**config.mk**
```make
export PLATFORM = sky130hd
export DESIGN_NAME = mux_ser8
export DESIGN_NICKNAME = d
export VERILOG_FILES = /design/src/rtl/mux_ser8_pkg.sv /design/src/rtl/mux_ser8_mux8_1.sv /design/src/rtl/mux_ser8.sv
export SDC_FILE = /design/constraint.sdc
export NUM_CORES = 1
export LEC_CHECK = 0
export BUFFER_PORTS_ARGS = -buffer_cell sky130_fd_sc_hd__buf_2
export CAP_MARGIN = 20
export CORE_AREA = 10 10 48 50
export DETAILED_ROUTE_END_ITERATION = 8
export DIE_AREA = 0 0 58 60
export PLACE_DENSITY = 0.68
export REMOVE_ABC_BUFFERS = 1
export SETUP_SLACK_MARGIN = 0.1
export SKIP_CTS_REPAIR_TIMING = 1
export SYNTH_ARGS = -nofsm -noshare
export SYNTH_HDL_FRONTEND = slang
export SYNTH_SLANG_ARGS = --single-unit
```
**constraint.sdc**
```tcl
create_clock -name clk -period 5.4 [get_ports clk]
set_clock_uncertainty 0.1 [all_clocks]
set_input_delay 0.27 -clock clk [delete_from_list [all_inputs] [get_ports clk]]
set_output_delay 0.27 -clock clk [all_outputs]
set_load 0.01 [all_outputs]
```
**src/rtl/mux_ser8_pkg.sv**
```systemverilog
// Shared constants for the mux_ser8 parallel-to-serial sequencer.
// State encoding, widths and the select start/end values for either bit order.
package mux_ser8_pkg;

  localparam int unsigned SEL_W  = 3;
  localparam int unsigned WORD_W = 8;

  localparam logic [0:0] ST_IDLE  = 1'b0;
  localparam logic [0:0] ST_SHIFT = 1'b1;

  localparam logic [SEL_W-1:0] SEL_LO = 3'd0;
  localparam logic [SEL_W-1:0] SEL_HI = 3'd7;

  function automatic logic [SEL_W-1:0] sel_start(input bit msb_first);
    return msb_first ? SEL_HI : SEL_LO;
  endfunction

  function automatic logic [SEL_W-1:0] sel_end(input bit msb_first);
    return msb_first ? SEL_LO : SEL_HI;
  endfunction

endpackage

```
**src/rtl/mux_ser8_mux8_1.sv**
```systemverilog
// Existing 8-to-1 bit selector driven by the serialiser's select counter.
module mux8_1
  import mux_ser8_pkg::*;
(
  input  logic [WORD_W-1:0] cin,
  input  logic [SEL_W-1:0]  sel,
  output logic              cout
);

  assign cout = cin[sel];

endmodule

```
**src/rtl/mux_ser8.sv**
```systemverilog
// Parallel-to-serial sequencer: accepts an 8-bit word via valid/ready and
// walks a 3-bit select across the 8:1 mux, with back-to-back words and pause.
module mux_ser8
  import mux_ser8_pkg::*;
#(
  parameter bit MSB_FIRST = 1'b0
) (
  input  logic              clk,
  input  logic              rst,
  input  logic [WORD_W-1:0] din,
  input  logic              din_valid,
  output logic              din_ready,
  input  logic              pause,
  output logic [SEL_W-1:0]  sel,
  output logic              sout,
  output logic              sout_valid,
  output logic              done
);

  localparam logic [SEL_W-1:0] SEL_START = sel_start(MSB_FIRST);
  localparam logic [SEL_W-1:0] SEL_END   = sel_end(MSB_FIRST);

  logic [0:0]        state_q, state_d;
  logic [SEL_W-1:0]  sel_q, sel_d;
  logic [WORD_W-1:0] buf_q, buf_d;

  logic shifting;
  logic last_bit;
  logic accept;

  // Outputs depend only on registered state and pause, never on din/din_valid.
  always_comb begin
    shifting   = (state_q == ST_SHIFT) && !pause;
    last_bit   = shifting && (sel_q == SEL_END);
    din_ready  = (state_q == ST_IDLE) || last_bit;
    sout_valid = shifting;
    done       = last_bit;
    accept     = din_valid && din_ready;
  end

  always_comb begin
    state_d = state_q;
    sel_d   = sel_q;
    buf_d   = buf_q;
    if (accept) begin
      buf_d   = din;
      sel_d   = SEL_START;
      state_d = ST_SHIFT;
    end else if (last_bit) begin
      // Park sel at its start value so IDLE always presents it.
      sel_d   = SEL_START;
      state_d = ST_IDLE;
    end else if (shifting) begin
      sel_d = MSB_FIRST ? (sel_q - 3'd1) : (sel_q + 3'd1);
    end
  end

  always_ff @(posedge clk or posedge rst) begin
    if (rst) begin
      state_q <= ST_IDLE;
      sel_q   <= SEL_START;
      buf_q   <= '0;
    end else begin
      state_q <= state_d;
      sel_q   <= sel_d;
      buf_q   <= buf_d;
    end
  end

  assign sel = sel_q;

  mux8_1 u_mux (
    .cin  (buf_q),
    .sel  (sel_q),
    .cout (sout)
  );

endmodule

```
==> summary.txt <==
fraction of layout instances using a drive strength above 1 - 54.7%
most common cell after layout, fill and taps aside - sky130_fd_sc_hd__buf_2
root buffer selected by CTS - sky130_fd_sc_hd__clkbuf_4
later-pin clock latency in the skew report - 0.27 ns
cell count after synthesis - 41
unrepaired setup endpoints after global routing - false
max cap viols - 0
clock slew seen by the registers of the worst setup and hold paths - 0.07 ns
Sequential Area - 300 sq um
Routed WL per cell - 14.9 um
count of fill cells added during filler insertion - 131
cell area after synthesis - 593 sq um
initial standard-cell utilization of the core - 41.3%
Core Region - 1440 sq um
routability-driven placement congestion ratio - 0.811
relative slew slack - 69.9%
portion of the post-synthesis area used by sequential elements - 50.6%
final layout net count - 79
register bit total from synthesis - 12
n_diodes - 0
routed vias/inst - 5.25
detailed-route via count - 420
CTS tree - done
met2 wire len - 488 um
routed wire length on met3 - 116 um
final clock period utilization by the worst path - 39.0%
leakage - 0.375 nW
die boundary width - 58 um
placement row count - 14
peak clock frequency supported by timing - 475 MHz
total iterations of the first detailed-routing run - 4
slowest CP cell - sky130_fd_sc_hd__mux4_1
H-tree Lvls - 1
number of unique standard cell types used by synthesis - 17
slowest cell delay on critical path - 0.57 ns
layout overhead on the synthesized area - 26.4%
slew of the pin with the lowest slew margin - 0.449 ns
number of hold violations in the final report - 0
top fanout value on the critical path - 7
pin count of the biggest net entering global routing - 13
number of cells in the finished layout apart from fillers - 80
overall overflow remaining after global route - 0
Final TNS setup - 0 ns
Routed WL - 1.19 mm
final setup vio count - 0
cell chain of the critical path - mux4_1, mux2_2, buf_2
DRC violation total after the first TritonRoute iteration - 3
detailed-route DRC error count - 0
critical path data required time - 5.03 ns
worst min-delay path category - input pin to register
via count of the first global-routing pass - 473
final critical path time including I/O delays and setup - 2.10 ns
Sinks on Clock Net - 12
wire length of the first global-routing pass - 2.17 mm
YS warnings - 0
reg-to-reg slack, setup - 3.39 ns
Post-Place Cells - 75
number of buffers created by CTS - 3
Worst EP arrival - 1.73 ns
maximum clock path buffer count - 2
detailed-route wire length on metal 1 - 553 um
final number of max-transition violations - 0
number of nets with antenna violations after routing - 0
startpoint type of the worst setup path - register
result of the run - finished, final reports clean
Crit Path Category - register to primary output
initial antenna violation count - 0
full die area - 3480 sq um
sort of element at the end of the critical path - primary output
most used cells in the layout excluding fill and tap cells - sky130_fd_sc_hd__buf_2, sky130_fd_sc_hd__dfrtp_1, sky130_fd_sc_hd__mux2_2, sky130_fd_sc_hd__clkbuf_4
y dimension of the die - 60 um
area of combinational cells with multiple inputs - 285 sq um
maximum VDD drop - 0.000265 V
syn_area_per_cell - 14.5 sq um
Post-DP HPWL - 962 um
overall routing resource usage - 8.14%
boundary pin count - 19
pwr/cell area - 485 nW/um^2
Port Buffers - 18
Top Layer Used - met4
==> through the flow <==
| step | total power [W] | area [sq um] | hold slack, ns | setup slack (ns) | utilization [%] |
|---|---|---|---|---|---|
| after floorplan | 0.000252 | 593 | 0.0347 | 3.54 | - |
| after global placement | 0.000296 | 703 | 0.201 | 3.46 | 49.0 |
| after detailed placement | 0.000298 | 703 | 0.196 | 3.40 | 49.0 |
| after CTS | 0.000371 | 739 | -0.101 | 3.28 | 51.5 |
| after global routing | 0.000398 | 749 | 0.126 | 3.18 | 52.2 |
| final | 0.000364 | 749 | 0.126 | 3.30 | 52.2 |
==> critical path: cells and delay by family, from the launching register on <==
kind                   cells  cell delay [ns]
muxes                      2             0.84
DFF                        1             0.48
buffers and inverters      1             0.14
==> per-layer routing <==
metal,global-route usage (%),up-vias
met5,0,-
met4,6.04,0
met3,3.60,4
met2,11.3,14
met1,9.59,201
li1,-,201
==> logic make-up after synthesis <==
| kind of cell | synth area share [%] |
|---|---|
| AND/OR/NAND/NOR | 8.23 |
| adder cells (fa/ha/maj) | 4.22 |
| flip-flops | 50.6 |
| multiplexers | 25.9 |
| AO/OA/AOI/OAI | 9.71 |
| buffers and inverters | 1.27 |
==> layout make-up <==
class / instances / share of cell area, %
sequential: 12 / 40.1
multi-input combinational: 27 / 38.1
timing repair buffer: 19 / 13.4
clock buffer: 4 / 4.84
tap: 16 / 2.67
inverter: 2 / 1.00
==> report_power, final <==
part / internal (W) / switching (W) / total, W
clock network: 0.0000410 / 0.0000294 / 0.0000704
logic: 0.0000853 / 0.0000485 / 0.000134
registers: 0.000130 / 0.0000300 / 0.000160
==> synthesized netlist by cell type <==
cell,number,share of area [%]
sky130_fd_sc_hd__dfrtp_1,12,51
sky130_fd_sc_hd__mux2_2,9,17
sky130_fd_sc_hd__a32o_1,2,3.4
sky130_fd_sc_hd__ha_1,2,4.2
sky130_fd_sc_hd__inv_1,2,1.3
sky130_fd_sc_hd__mux4_1,2,8.9
sky130_fd_sc_hd__nand2_1,2,1.3
sky130_fd_sc_hd__a21boi_2,1,1.9
sky130_fd_sc_hd__a21o_1,1,1.3
sky130_fd_sc_hd__a21o_2,1,1.5
sky130_fd_sc_hd__a22o_2,1,1.7
sky130_fd_sc_hd__and2_1,1,1.1
sky130_fd_sc_hd__nand2b_1,1,1.1
sky130_fd_sc_hd__nand2b_4,1,2.3
sky130_fd_sc_hd__nor2_1,1,0.63
sky130_fd_sc_hd__nor2b_1,1,1.1
sky130_fd_sc_hd__nor3_1,1,0.84
==> state kept, by name, summed over array words and instances (netlist names) <==
name and count:
state_q 1, sel 3, buf_q 8
==> worst paths after layout <==
path	from	to	cells after the start
max	sel[0]$_DFFE_PP0P_	sout	3
min	din[5]	buf_q[5]$_DFFE_PP0P_	2
max reg2reg	sel[0]$_DFFE_PP0P_	buf_q[3]$_DFFE_PP0P_	5
min reg2reg	buf_q[1]$_DFFE_PP0P_	buf_q[1]$_DFFE_PP0P_	1
max in group asynchronous	rst	sel[1]$_DFFE_PP0P_	3
min in group asynchronous	rst	buf_q[7]$_DFFE_PP0P_	3
No activity file was read; power rests on OpenSTA's default activity.
